===== config.mk =====
export PLATFORM = sky130hd
export DESIGN_NAME = riscv_ctrl_pipe_flat
export DESIGN_NICKNAME = d
export VERILOG_FILES = /design/src/rtl/riscv_ctrl_pipe_if.sv /design/src/rtl/riscv_ctrl_pipe.sv /design/src/flat_wrapper.sv
export SDC_FILE = /design/constraint.sdc
export NUM_CORES = 1
export LEC_CHECK = 0
export CAP_MARGIN = 10
export CORE_AREA = 2 2 80 97
export DETAILED_ROUTE_END_ITERATION = 8
export DIE_AREA = 0 0 82 99
export PLACE_DENSITY = 0.85
export SYNTH_ARGS = -nofsm -noshare
export SYNTH_HDL_FRONTEND = slang
export SYNTH_SLANG_ARGS = --single-unit

===== constraint.sdc =====
create_clock -name clk -period 2.6 [get_ports clk]
set_clock_uncertainty 0.2 [all_clocks]
set_input_delay 0.39 -clock clk [delete_from_list [all_inputs] [get_ports clk]]
set_output_delay 0.39 -clock clk [all_outputs]
set_load 0.02 [all_outputs]

===== src/rtl/riscv_ctrl_pipe_if.sv =====
// riscv_ctrl_pipe_if: control-word bundle between decode and the hazard/control pipe.
//   master : decode side  - drives the D-stage control word and BranchTakenE
//   slave  : control pipe - drives staged controls, hazard controls and counters
interface riscv_ctrl_pipe_if #(parameter int CNT_W = 16);
  // D-stage control word and E-stage branch resolution
  logic             RegWriteD;
  logic [1:0]       ResultSrcD;
  logic             MemWriteD;
  logic             JumpD;
  logic [1:0]       BranchD;
  logic             ALUSrcD;
  logic             sel_adderD;
  logic [4:0]       Rs1D, Rs2D, RdD;
  logic             BranchTakenE;
  // staged controls
  logic             RegWriteE, RegWriteM, RegWriteW;
  logic [1:0]       ResultSrcE, ResultSrcM, ResultSrcW;
  logic             MemWriteE, MemWriteM;
  logic             ALUSrcE, sel_adderE;
  logic [4:0]       RdE, RdM, RdW;
  // hazard controls
  logic             PCSrcE, StallF, StallD, FlushD, FlushE;
  logic [1:0]       ForwardAE, ForwardBE;
  logic [CNT_W-1:0] StallCount, FlushCount;

  modport master (
    output RegWriteD, ResultSrcD, MemWriteD, JumpD, BranchD, ALUSrcD, sel_adderD,
           Rs1D, Rs2D, RdD, BranchTakenE,
    input  RegWriteE, RegWriteM, RegWriteW, ResultSrcE, ResultSrcM, ResultSrcW,
           MemWriteE, MemWriteM, ALUSrcE, sel_adderE, RdE, RdM, RdW,
           PCSrcE, StallF, StallD, FlushD, FlushE, ForwardAE, ForwardBE,
           StallCount, FlushCount
  );

  modport slave (
    input  RegWriteD, ResultSrcD, MemWriteD, JumpD, BranchD, ALUSrcD, sel_adderD,
           Rs1D, Rs2D, RdD, BranchTakenE,
    output RegWriteE, RegWriteM, RegWriteW, ResultSrcE, ResultSrcM, ResultSrcW,
           MemWriteE, MemWriteM, ALUSrcE, sel_adderE, RdE, RdM, RdW,
           PCSrcE, StallF, StallD, FlushD, FlushE, ForwardAE, ForwardBE,
           StallCount, FlushCount
  );
endinterface


===== src/rtl/riscv_ctrl_pipe.sv =====
// riscv_ctrl_pipe: stages the decoded control word through E/M/W of a 5-stage RV32I
// core and generates stall, flush, forwarding and redirect controls, plus saturating
// stall/flush event counters.
//   clk  : core clock, rising edge
//   rst  : synchronous active-high reset
//   bus  : riscv_ctrl_pipe_if.slave (D control word in, staged/hazard controls out)
module riscv_ctrl_pipe #(
  parameter int CNT_W = 16
) (
  input  logic             clk,
  input  logic             rst,
  riscv_ctrl_pipe_if.slave bus
);

  // E stage
  logic             r_reg_write_e, r_mem_write_e, r_jump_e, r_alu_src_e, r_sel_adder_e;
  logic [1:0]       r_result_src_e, r_branch_e;
  logic [4:0]       r_rs1_e, r_rs2_e, r_rd_e;
  // M stage
  logic             r_reg_write_m, r_mem_write_m;
  logic [1:0]       r_result_src_m;
  logic [4:0]       r_rd_m;
  // W stage
  logic             r_reg_write_w;
  logic [1:0]       r_result_src_w;
  logic [4:0]       r_rd_w;
  // counters
  logic [CNT_W-1:0] r_stall_cnt, r_flush_cnt;

  logic       w_pcsrc, w_lw_stall, w_stall, w_flush_e;
  logic [1:0] w_fwd_a, w_fwd_b;

  assign w_pcsrc    = r_jump_e | ((r_branch_e != 2'b00) & bus.BranchTakenE);
  assign w_lw_stall = (r_result_src_e == 2'b01) & r_reg_write_e & (r_rd_e != 5'd0) &
                      ((r_rd_e == bus.Rs1D) | (r_rd_e == bus.Rs2D));
  // A redirect squashes the stalled instruction, so holding F/D would be pointless.
  assign w_stall    = w_lw_stall & ~w_pcsrc;
  assign w_flush_e  = w_lw_stall | w_pcsrc;

  // M has priority over W: it carries the younger value of the same register.
  always_comb begin
    w_fwd_a = 2'b00;
    w_fwd_b = 2'b00;
    if (r_reg_write_m && r_rd_m != 5'd0 && r_rd_m == r_rs1_e)      w_fwd_a = 2'b10;
    else if (r_reg_write_w && r_rd_w != 5'd0 && r_rd_w == r_rs1_e) w_fwd_a = 2'b01;
    if (r_reg_write_m && r_rd_m != 5'd0 && r_rd_m == r_rs2_e)      w_fwd_b = 2'b10;
    else if (r_reg_write_w && r_rd_w != 5'd0 && r_rd_w == r_rs2_e) w_fwd_b = 2'b01;
  end

  always_ff @(posedge clk) begin
    if (rst) begin
      r_reg_write_e <= 1'b0; r_result_src_e <= 2'b00; r_mem_write_e <= 1'b0;
      r_jump_e      <= 1'b0; r_branch_e     <= 2'b00; r_alu_src_e   <= 1'b0;
      r_sel_adder_e <= 1'b0; r_rs1_e <= 5'd0; r_rs2_e <= 5'd0; r_rd_e <= 5'd0;
      r_reg_write_m <= 1'b0; r_result_src_m <= 2'b00; r_mem_write_m <= 1'b0; r_rd_m <= 5'd0;
      r_reg_write_w <= 1'b0; r_result_src_w <= 2'b00; r_rd_w <= 5'd0;
      r_stall_cnt   <= '0;
      r_flush_cnt   <= '0;
    end else begin
      // A flush inserts an all-zero bubble into E; E/M/W themselves never hold.
      if (w_flush_e) begin
        r_reg_write_e <= 1'b0; r_result_src_e <= 2'b00; r_mem_write_e <= 1'b0;
        r_jump_e      <= 1'b0; r_branch_e     <= 2'b00; r_alu_src_e   <= 1'b0;
        r_sel_adder_e <= 1'b0; r_rs1_e <= 5'd0; r_rs2_e <= 5'd0; r_rd_e <= 5'd0;
      end else begin
        r_reg_write_e <= bus.RegWriteD;  r_result_src_e <= bus.ResultSrcD;
        r_mem_write_e <= bus.MemWriteD;  r_jump_e       <= bus.JumpD;
        r_branch_e    <= bus.BranchD;    r_alu_src_e    <= bus.ALUSrcD;
        r_sel_adder_e <= bus.sel_adderD; r_rs1_e <= bus.Rs1D; r_rs2_e <= bus.Rs2D;
        r_rd_e        <= bus.RdD;
      end
      r_reg_write_m <= r_reg_write_e; r_result_src_m <= r_result_src_e;
      r_mem_write_m <= r_mem_write_e; r_rd_m         <= r_rd_e;
      r_reg_write_w <= r_reg_write_m; r_result_src_w <= r_result_src_m;
      r_rd_w        <= r_rd_m;
      if (w_stall && r_stall_cnt != '1) r_stall_cnt <= r_stall_cnt + CNT_W'(1);
      if (w_pcsrc && r_flush_cnt != '1) r_flush_cnt <= r_flush_cnt + CNT_W'(1);
    end
  end

  assign bus.RegWriteE  = r_reg_write_e;
  assign bus.RegWriteM  = r_reg_write_m;
  assign bus.RegWriteW  = r_reg_write_w;
  assign bus.ResultSrcE = r_result_src_e;
  assign bus.ResultSrcM = r_result_src_m;
  assign bus.ResultSrcW = r_result_src_w;
  assign bus.MemWriteE  = r_mem_write_e;
  assign bus.MemWriteM  = r_mem_write_m;
  assign bus.ALUSrcE    = r_alu_src_e;
  assign bus.sel_adderE = r_sel_adder_e;
  assign bus.RdE        = r_rd_e;
  assign bus.RdM        = r_rd_m;
  assign bus.RdW        = r_rd_w;
  assign bus.PCSrcE     = w_pcsrc;
  assign bus.StallF     = w_stall;
  assign bus.StallD     = w_stall;
  assign bus.FlushD     = w_pcsrc;
  assign bus.FlushE     = w_flush_e;
  assign bus.ForwardAE  = w_fwd_a;
  assign bus.ForwardBE  = w_fwd_b;
  assign bus.StallCount = r_stall_cnt;
  assign bus.FlushCount = r_flush_cnt;

endmodule


===== src/flat_wrapper.sv =====
// flat-port wrapper written by rule: the top's interface ports become plain ports
module riscv_ctrl_pipe_flat 
#(
  parameter int CNT_W = 16
)
  (clk, rst, bus_RegWriteD, bus_ResultSrcD, bus_MemWriteD, bus_JumpD, bus_BranchD, bus_ALUSrcD, bus_sel_adderD, bus_Rs1D, bus_Rs2D, bus_RdD, bus_BranchTakenE, bus_RegWriteE, bus_RegWriteM, bus_RegWriteW, bus_ResultSrcE, bus_ResultSrcM, bus_ResultSrcW, bus_MemWriteE, bus_MemWriteM, bus_ALUSrcE, bus_sel_adderE, bus_RdE, bus_RdM, bus_RdW, bus_PCSrcE, bus_StallF, bus_StallD, bus_FlushD, bus_FlushE, bus_ForwardAE, bus_ForwardBE, bus_StallCount, bus_FlushCount);
  riscv_ctrl_pipe_if #(.CNT_W(CNT_W)) bus_i ();
  input  logic clk;
  input  logic rst;
  input wire logic [$bits(bus_i.RegWriteD)-1:0] bus_RegWriteD;
  input wire logic [$bits(bus_i.ResultSrcD)-1:0] bus_ResultSrcD;
  input wire logic [$bits(bus_i.MemWriteD)-1:0] bus_MemWriteD;
  input wire logic [$bits(bus_i.JumpD)-1:0] bus_JumpD;
  input wire logic [$bits(bus_i.BranchD)-1:0] bus_BranchD;
  input wire logic [$bits(bus_i.ALUSrcD)-1:0] bus_ALUSrcD;
  input wire logic [$bits(bus_i.sel_adderD)-1:0] bus_sel_adderD;
  input wire logic [$bits(bus_i.Rs1D)-1:0] bus_Rs1D;
  input wire logic [$bits(bus_i.Rs2D)-1:0] bus_Rs2D;
  input wire logic [$bits(bus_i.RdD)-1:0] bus_RdD;
  input wire logic [$bits(bus_i.BranchTakenE)-1:0] bus_BranchTakenE;
  output wire logic [$bits(bus_i.RegWriteE)-1:0] bus_RegWriteE;
  output wire logic [$bits(bus_i.RegWriteM)-1:0] bus_RegWriteM;
  output wire logic [$bits(bus_i.RegWriteW)-1:0] bus_RegWriteW;
  output wire logic [$bits(bus_i.ResultSrcE)-1:0] bus_ResultSrcE;
  output wire logic [$bits(bus_i.ResultSrcM)-1:0] bus_ResultSrcM;
  output wire logic [$bits(bus_i.ResultSrcW)-1:0] bus_ResultSrcW;
  output wire logic [$bits(bus_i.MemWriteE)-1:0] bus_MemWriteE;
  output wire logic [$bits(bus_i.MemWriteM)-1:0] bus_MemWriteM;
  output wire logic [$bits(bus_i.ALUSrcE)-1:0] bus_ALUSrcE;
  output wire logic [$bits(bus_i.sel_adderE)-1:0] bus_sel_adderE;
  output wire logic [$bits(bus_i.RdE)-1:0] bus_RdE;
  output wire logic [$bits(bus_i.RdM)-1:0] bus_RdM;
  output wire logic [$bits(bus_i.RdW)-1:0] bus_RdW;
  output wire logic [$bits(bus_i.PCSrcE)-1:0] bus_PCSrcE;
  output wire logic [$bits(bus_i.StallF)-1:0] bus_StallF;
  output wire logic [$bits(bus_i.StallD)-1:0] bus_StallD;
  output wire logic [$bits(bus_i.FlushD)-1:0] bus_FlushD;
  output wire logic [$bits(bus_i.FlushE)-1:0] bus_FlushE;
  output wire logic [$bits(bus_i.ForwardAE)-1:0] bus_ForwardAE;
  output wire logic [$bits(bus_i.ForwardBE)-1:0] bus_ForwardBE;
  output wire logic [$bits(bus_i.StallCount)-1:0] bus_StallCount;
  output wire logic [$bits(bus_i.FlushCount)-1:0] bus_FlushCount;
  assign bus_i.RegWriteD = bus_RegWriteD;
  assign bus_i.ResultSrcD = bus_ResultSrcD;
  assign bus_i.MemWriteD = bus_MemWriteD;
  assign bus_i.JumpD = bus_JumpD;
  assign bus_i.BranchD = bus_BranchD;
  assign bus_i.ALUSrcD = bus_ALUSrcD;
  assign bus_i.sel_adderD = bus_sel_adderD;
  assign bus_i.Rs1D = bus_Rs1D;
  assign bus_i.Rs2D = bus_Rs2D;
  assign bus_i.RdD = bus_RdD;
  assign bus_i.BranchTakenE = bus_BranchTakenE;
  assign bus_RegWriteE = bus_i.RegWriteE;
  assign bus_RegWriteM = bus_i.RegWriteM;
  assign bus_RegWriteW = bus_i.RegWriteW;
  assign bus_ResultSrcE = bus_i.ResultSrcE;
  assign bus_ResultSrcM = bus_i.ResultSrcM;
  assign bus_ResultSrcW = bus_i.ResultSrcW;
  assign bus_MemWriteE = bus_i.MemWriteE;
  assign bus_MemWriteM = bus_i.MemWriteM;
  assign bus_ALUSrcE = bus_i.ALUSrcE;
  assign bus_sel_adderE = bus_i.sel_adderE;
  assign bus_RdE = bus_i.RdE;
  assign bus_RdM = bus_i.RdM;
  assign bus_RdW = bus_i.RdW;
  assign bus_PCSrcE = bus_i.PCSrcE;
  assign bus_StallF = bus_i.StallF;
  assign bus_StallD = bus_i.StallD;
  assign bus_FlushD = bus_i.FlushD;
  assign bus_FlushE = bus_i.FlushE;
  assign bus_ForwardAE = bus_i.ForwardAE;
  assign bus_ForwardBE = bus_i.ForwardBE;
  assign bus_StallCount = bus_i.StallCount;
  assign bus_FlushCount = bus_i.FlushCount;
  riscv_ctrl_pipe #(.CNT_W(CNT_W)) u_core (.clk(clk), .rst(rst), .bus(bus_i));
endmodule

==> results of run 1 <==
[critical path, stage by stage, from the launching register on]
cell	delay, ns
dfxtp_1	0.32
or4_4	0.57
o21ai_4	0.20
nor4_2	0.08
nor4_2	0.29
buf_4	0.19
[placed cells by master, fill, tap and decap left out, types with 3 or more instances in the layout]
cell,netlist,layout
and3_1,5,5
or4_1,15,14
o21ai_0,5,4
clkbuf_8,0,9
xor2_1,28,28
xnor2_1,16,16
nand2_1,9,9
buf_2,3,3
dfxtp_1,73,72
bufinv_16,0,3
and4_1,5,5
nor4_2,0,4
o31ai_1,11,11
nor3_2,2,3
inv_1,5,5
nor2_1,23,23
clkdlybuf4s50_1,0,87
nand3_1,13,13
a21oi_1,14,14
a211oi_1,7,7
buf_4,2,20
nand4_1,8,8
and2_1,27,27
nor2b_1,20,20
[per-stage QoR]
stage | worst slack [ns] | power, mW | cells | hold slack, ns | area (sq um)
5_1_grt | -0.02909 | 2.686 | 539 | 0.2084 | 4659
2_1_floorplan | 0.1307 | 1.378 | 337 | 0.3117 | 3286
3_3_place_gp | -0.3522 | 1.519 | 523 | 0.2465 | 4389
4_1_cts | 0.01316 | 2.608 | 539 | 0.1937 | 4638
6_report | 0.03315 | 2.587 | 539 | 0.2132 | 4659
3_5_place_dp | -0.3779 | 1.527 | 523 | 0.2593 | 4389
[cells by family (layout without fill, tap and decap cells)]
group	after synthesis	count (layout)	share of synthesized area
AND/OR/NAND/NOR	145	145	0.2714
flip-flops	73	73	0.4465
AO/OA/AOI/OAI	47	47	0.1089
XOR/XNOR	44	44	0.1177
buffers and inverters	22	134	0.03326
multiplexers	4	4	0.01452
adder cells (fa/ha/maj)	2	2	0.007644
[sequential cells by signal, indices dropped and copies added, names as in the netlist, 5 cells and up]
signal                 flops
u_core.bus.StallCount     16
u_core.bus.RdE             5
u_core.bus.RdM             5
u_core.bus.FlushCount     16
u_core.r_rs2_e             5
u_core.bus.RdW             5
u_core.r_rs1_e             5
[layout make-up]
cell class                 count  area, sq um
clock buffer                   9        123.9
clock inverter                 7        125.1
multi-input combinational    242         1758
sequential                    73         1463
fill                         610         2487
inverter                       5        18.77
tap                           90        112.6
timing repair buffer         113         1059
[repair_timing]
action                                 in CTS  in global routing
resized for setup                          28                  6
setup endpoints to repair                   7                  4
pin swaps                                   1                  1
endpoints found under the hold margin       0                  0
[where the power goes]
group | leakage (nW) | internal (mW) | switching, mW | total [mW]
Combinational | 1.04 | 0.158 | 0.155 | 0.313
Sequential | 0.595 | 1.16 | 0.0401 | 1.20
Clock | 0.124 | 0.647 | 0.432 | 1.08
Total | 1.76 | 1.96 | 0.627 | 2.59
[final timing paths]
kind | to | depth (start not counted) | slack [ns] | start
worst min register to register | u_core.bus.MemWriteM | 1 | 0.27 | u_core.bus.MemWriteE
worst max register to register | u_core.bus.StallCount[5] | 6 | 0.28 | u_core.bus.StallCount[1]
worst min-delay path | u_core.bus.StallCount[3] | 2 | 0.21 | rst
worst max-delay path | bus_ForwardBE[0] | 5 | 0.03 | u_core.bus.RdM[0]
[metal layers]
layer / vias to the layer above / global-route usage
li1: 1399 / -
met1: 1382 / 0.2468
met2: 82 / 0.3696
met3: 6 / 0.04762
met4: 0 / 0.05385
met5: - / 0
==> results.sh, run 1 <==
export IMPL_outcome="finished clean"
export IMPL_power_density_mw_per_mm2=555.3
export IMPL_drtIter0Drc=133
export IMPL_synth_warnings=0
export IMPL_synth_ff_latch_count=73
export IMPL_slew_violations=0
export IMPL_fp_dieW_microns=82
export IMPL_tns_ns=0
export IMPL_h_tree_depth=3
export IMPL_syn_inst=337
export IMPL_io_pins=96
export IMPL_antenna_cells=0
export IMPL_wire_per_inst_microns=15.31
export IMPL_cts_tree="yes"
export IMPL_async_reset_ff_frac=0
export IMPL_drt_pass1_iterations=4
export IMPL_synth_common_cells="dfxtp_1, xor2_1, and2_1, nor2_1, nor2b_1"
export IMPL_max_cap_violations=0
export IMPL_ys_flop_type="dfxtp_1"
export IMPL_synth_top_area_share=0.4465
export IMPL_hold_viol_final=0
export IMPL_cp_max_fo=2
export IMPL_hpwl_microns=6156
export IMPL_viasPerCell=5.323
export IMPL_period_minus_slack_ns=2.567
export IMPL_antenna_found_initial=0
export IMPL_clk_latency_ns=0.34
export IMPL_grt_max_degree=32
export IMPL_synth_most_common_cell="dfxtp_1"
export IMPL_finalCritPeriodShare=0.9872
export IMPL_portBuffers=95
export IMPL_min_path_type="in2reg"
export IMPL_yosys_top_cells_area="dfxtp_1, xor2_1, and2_1"
export IMPL_cts_root_buf="clkbuf_8"
export IMPL_synth_edf_count=0
export IMPL_required_ns=2.01
export IMPL_grt_overflow_total=0
export IMPL_crit_path_start_kind="flip-flop"
export IMPL_met3WireLength_microns=451
export IMPL_relSlewSlack=0.5753
export IMPL_die_h_microns=99
export IMPL_fmax_mhz=389.6
export IMPL_initial_core_util=0.4580
export IMPL_path_class="reg2out"
export IMPL_path_clk_slew_ns=0.08
export IMPL_nets=473
export IMPL_cts_made_buffers=9
export IMPL_ir_drop_mv=0.3872
export IMPL_antenna_left=0
export IMPL_highest_layer="met4"
export IMPL_wl_met1_microns=3350
export IMPL_setup_viol=0
export IMPL_syn_area_per_cell_sq_um=9.713
export IMPL_arrival_ns=1.98
export IMPL_drive_gt1_frac=0.1403
export IMPL_synth_nets=366
export IMPL_track_usage=0.2078
export IMPL_remaining_drc_errors=0
export IMPL_grt_first_pass_wirelength_microns=13240
export IMPL_vias=2869
export IMPL_area_delta_synth_final_pct=42.35
export IMPL_synthDistinctLibCells=46
export IMPL_die_area_sq_mm=0.008118
export IMPL_ys_seq_area_frac=0.4465
export IMPL_cts_sinks=73
export IMPL_yosys_area_top_type="dfxtp_1"
export IMPL_grt_pass1_vias=2770
export IMPL_post_route_util=0.6520
export IMPL_coreArea_sq_mm=0.007147
export IMPL_wirelength_microns=8252
export IMPL_cp_end_kind="output port"
export IMPL_core_rowCount=34
export IMPL_leakagePower_nw=1.759
export IMPL_cts_setup_buffers=0
export IMPL_clockBufferDepth=2
export IMPL_wl_met2_microns=4398
export IMPL_syn_area_sq_mm=0.003273
export IMPL_worst_pin_slew_ns=0.6360
export IMPL_cts_hold_buf=0
export IMPL_globalplace_congestion=0.8390
No activity file was read; power rests on OpenSTA's default activity.
==> inputs of run 2 (changes only) <==
--- a/config.mk
+++ b/config.mk
@@ -6,10 +6,11 @@
 export NUM_CORES = 1
 export LEC_CHECK = 0
 export CAP_MARGIN = 10
-export CORE_AREA = 2 2 80 97
+export CORE_AREA = 5 5 83 100
 export DETAILED_ROUTE_END_ITERATION = 8
-export DIE_AREA = 0 0 82 99
+export DIE_AREA = 0 0 88 105
 export PLACE_DENSITY = 0.85
+export SETUP_SLACK_MARGIN = 0.4
 export SYNTH_ARGS = -nofsm -noshare
 export SYNTH_HDL_FRONTEND = slang
 export SYNTH_SLANG_ARGS = --single-unit
==> run 2 against run 1 <==
Compared with the run above: final area grew 4.3%; clock power is essentially flat; worst hold slack gained 0.017 ns; sequential share of layout area shrank 0.74 points; final cell count grew 0.74%; first-iteration DRC count shrank 28%; core utilization grew 2.4 points; maximum frequency grew 0.51%; register-to-register slack gained 0.12 ns; count of clock-buffer cells in the layout grew 1; non-clock buffer count grew 4; highest routed layer unchanged.
==> results.sh, run 2 (synthesis results as in run 1) <==
export IMPL_track_usage=0.1929
export IMPL_fp_dieW_microns=88
export IMPL_initial_core_util=0.4553
export IMPL_netSwitchingPower_mw=0.6401
export IMPL_crit_path_start_kind="flip-flop"
export IMPL_rsz0062_at_grt="yes"
export IMPL_clk_latency_ns=0.34
export IMPL_p_comb_frac=0.130
export IMPL_max_cap_violations=0
export IMPL_relSlewSlack=0.6759
export IMPL_power_frac_seq=0.457
export IMPL_seq_area_sq_mm=0.001489
export IMPL_globalplace_congestion=0.8605
export IMPL_setup_viol=0
export IMPL_clockBufferDepth=2
export IMPL_antenna_cells=0
export IMPL_drive_gt1_frac=0.2163
export IMPL_grt_first_pass_wirelength_microns=14250
export IMPL_nets=477
export IMPL_whs_path_depth=2
export IMPL_min_path_type="in2reg"
export IMPL_hold_path_startpoint="bus_Rs1D[1]"
export IMPL_cts_made_buffers=9
export IMPL_post_route_util=0.6758
export IMPL_wirelength_microns=9180
export IMPL_fmax_mhz=391.6
export IMPL_required_ns=2.01
export IMPL_antenna_found_initial=0
export IMPL_arrival_ns=1.96
export IMPL_tns_ns=0
export IMPL_clkPwrFrac=0.413
export IMPL_area_delta_synth_final_pct=48.43
export IMPL_io_pins=96
export IMPL_path_class="reg2out"
export IMPL_hold_viol_final=0
export IMPL_worst_pin_slew_ns=0.4856
export IMPL_p_int_mw=1.988
export IMPL_leakagePower_nw=1.818
export IMPL_drt_pass1_iterations=4
export IMPL_instances_no_fill=543
export IMPL_portBuffers=95
export IMPL_remaining_drc_errors=0
export IMPL_place_area_sq_mm=0.004423
export IMPL_r2r_end="u_core.bus.StallCount[3]"
export IMPL_cts_tree="yes"
export IMPL_cts_sinks=73
export IMPL_path_clk_slew_ns=0.08
export IMPL_r2r_setup_slack_ns=0.40
export IMPL_post_place_ws_ns=-0.3711
export IMPL_ir_drop_mv=0.4066
export IMPL_cp_max_fo=2
export IMPL_switching_share=0.2436
export IMPL_design_area_sq_mm=0.004858
export IMPL_hpwl_microns=6306
export IMPL_finalCritPeriodShare=0.9822
export IMPL_grt_max_degree=32
export IMPL_power_density_mw_per_mm2=540.8
export IMPL_period_minus_slack_ns=2.554
export IMPL_drtIter0Drc=96
export IMPL_coreArea_sq_mm=0.007189
export IMPL_grt_pass1_vias=2928
export IMPL_core_rowCount=34
export IMPL_die_h_microns=105
export IMPL_timing_rr_start="u_core.bus.RdE[3]"
export IMPL_cts_root_buf="clkbuf_8"
export IMPL_multi_input_area_sq_mm=0.001901
export IMPL_grt_overflow_total=0
export IMPL_viasPerCell=5.390
export IMPL_slew_violations=0
export IMPL_h_tree_depth=3
export IMPL_outcome="finished clean"
export IMPL_ff2ff_path_depth=8
export IMPL_n_fill_cell=561
export IMPL_final_cell_mix="clkdlybuf4s50_1, dfxtp_1, and2_1, xor2_1, buf_4"
export IMPL_hold_end="u_core.r_rs1_e[1]"
export IMPL_die_area_sq_mm=0.009240
export IMPL_cp_end_kind="output port"
export IMPL_wire_per_inst_microns=16.91
export IMPL_dp_cells=521
export IMPL_antenna_left=0
export IMPL_fin_ws_ns=0.04623
export IMPL_mostFrequentLayoutCell="clkdlybuf4s50_1"
export IMPL_vias=2927
run 2: changes by cell type in the layout (fill, tap and decap cells not counted), sizes merged:
cell	previous run	this run
inv	7	6
clkinv	2	0
dlygate4sd2	2	10
clkbuf	10	12
clkdlybuf4s50	87	75
clkinvlp	0	2
buf	23	30
run 2: worst max-delay path: stages (launching register included):
cell and delay [ns]:
dfxtp_2 0.32, or4_4 0.54, o21ai_4 0.18, nor4_4 0.09
nor4_4 0.31, buf_4 0.19
run 2: how the worst max path moves through the flow:
stage / slack, ns / to / startpoint / depth (start not counted)
2_1_floorplan: 0.40 / bus_ForwardBE[0] / u_core.bus.RdW[1] / 3
3_3_place_gp: -0.35 / bus_StallD / bus_Rs1D[3] / 7
3_5_place_dp: -0.37 / bus_StallD / bus_Rs1D[3] / 7
4_1_cts: 0.10 / bus_ForwardBE[0] / u_core.bus.RdM[0] / 5
5_1_grt: -0.02 / bus_ForwardBE[0] / u_core.bus.RdM[0] / 5
6_report: 0.05 / bus_ForwardBE[0] / u_core.bus.RdM[0] / 5
run 2: through the flow:
stage | hold slack, ns | total power [mW]
floorplan | 0.3116 | 1.386
global placement | 0.2454 | 1.530
detailed placement | 0.2607 | 1.537
CTS | 0.2178 | 2.626
global route | 0.2348 | 2.726
finish | 0.2307 | 2.628
run 2: layer usage:
layer,GRT usage,wire [microns],vias to the layer above
li1,-,-,1411
met1,0.2255,3648,1397
met2,0.3459,4799,99
met3,0.03543,509,20
met4,0.06469,224,0
met5,0,0,-
run 2: what timing repair did:
| item | 4_1_cts | 5_1_grt |
|---|---|---|
| hold buffers | 0 | 0 |
| buffers inserted | 3 | 3 |
| gates resized for setup | 66 | 22 |
| endpoints found under the setup margin | 17 | 16 |
| pin swaps | 13 | 11 |
run 2: cell type report:
class                   instances  area share
clock buffers                  10     0.02833
clock inverters                 6     0.02344
inverters                       5    0.003863
multi-input cells             242      0.3912
flip-flops and latches         73      0.3065
well taps                      90     0.02318
repair buffers                117      0.2235
run 2: power groups by stage:
stage / Combinational (mW) / Sequential (mW) / Clock [mW]
2_1_floorplan: 0.140 / 1.25 / 0
3_3_place_gp: 0.309 / 1.22 / 0
3_5_place_dp: 0.313 / 1.22 / 0
4_1_cts: 0.322 / 1.20 / 1.11
5_1_grt: 0.366 / 1.21 / 1.15
6_report: 0.341 / 1.20 / 1.09
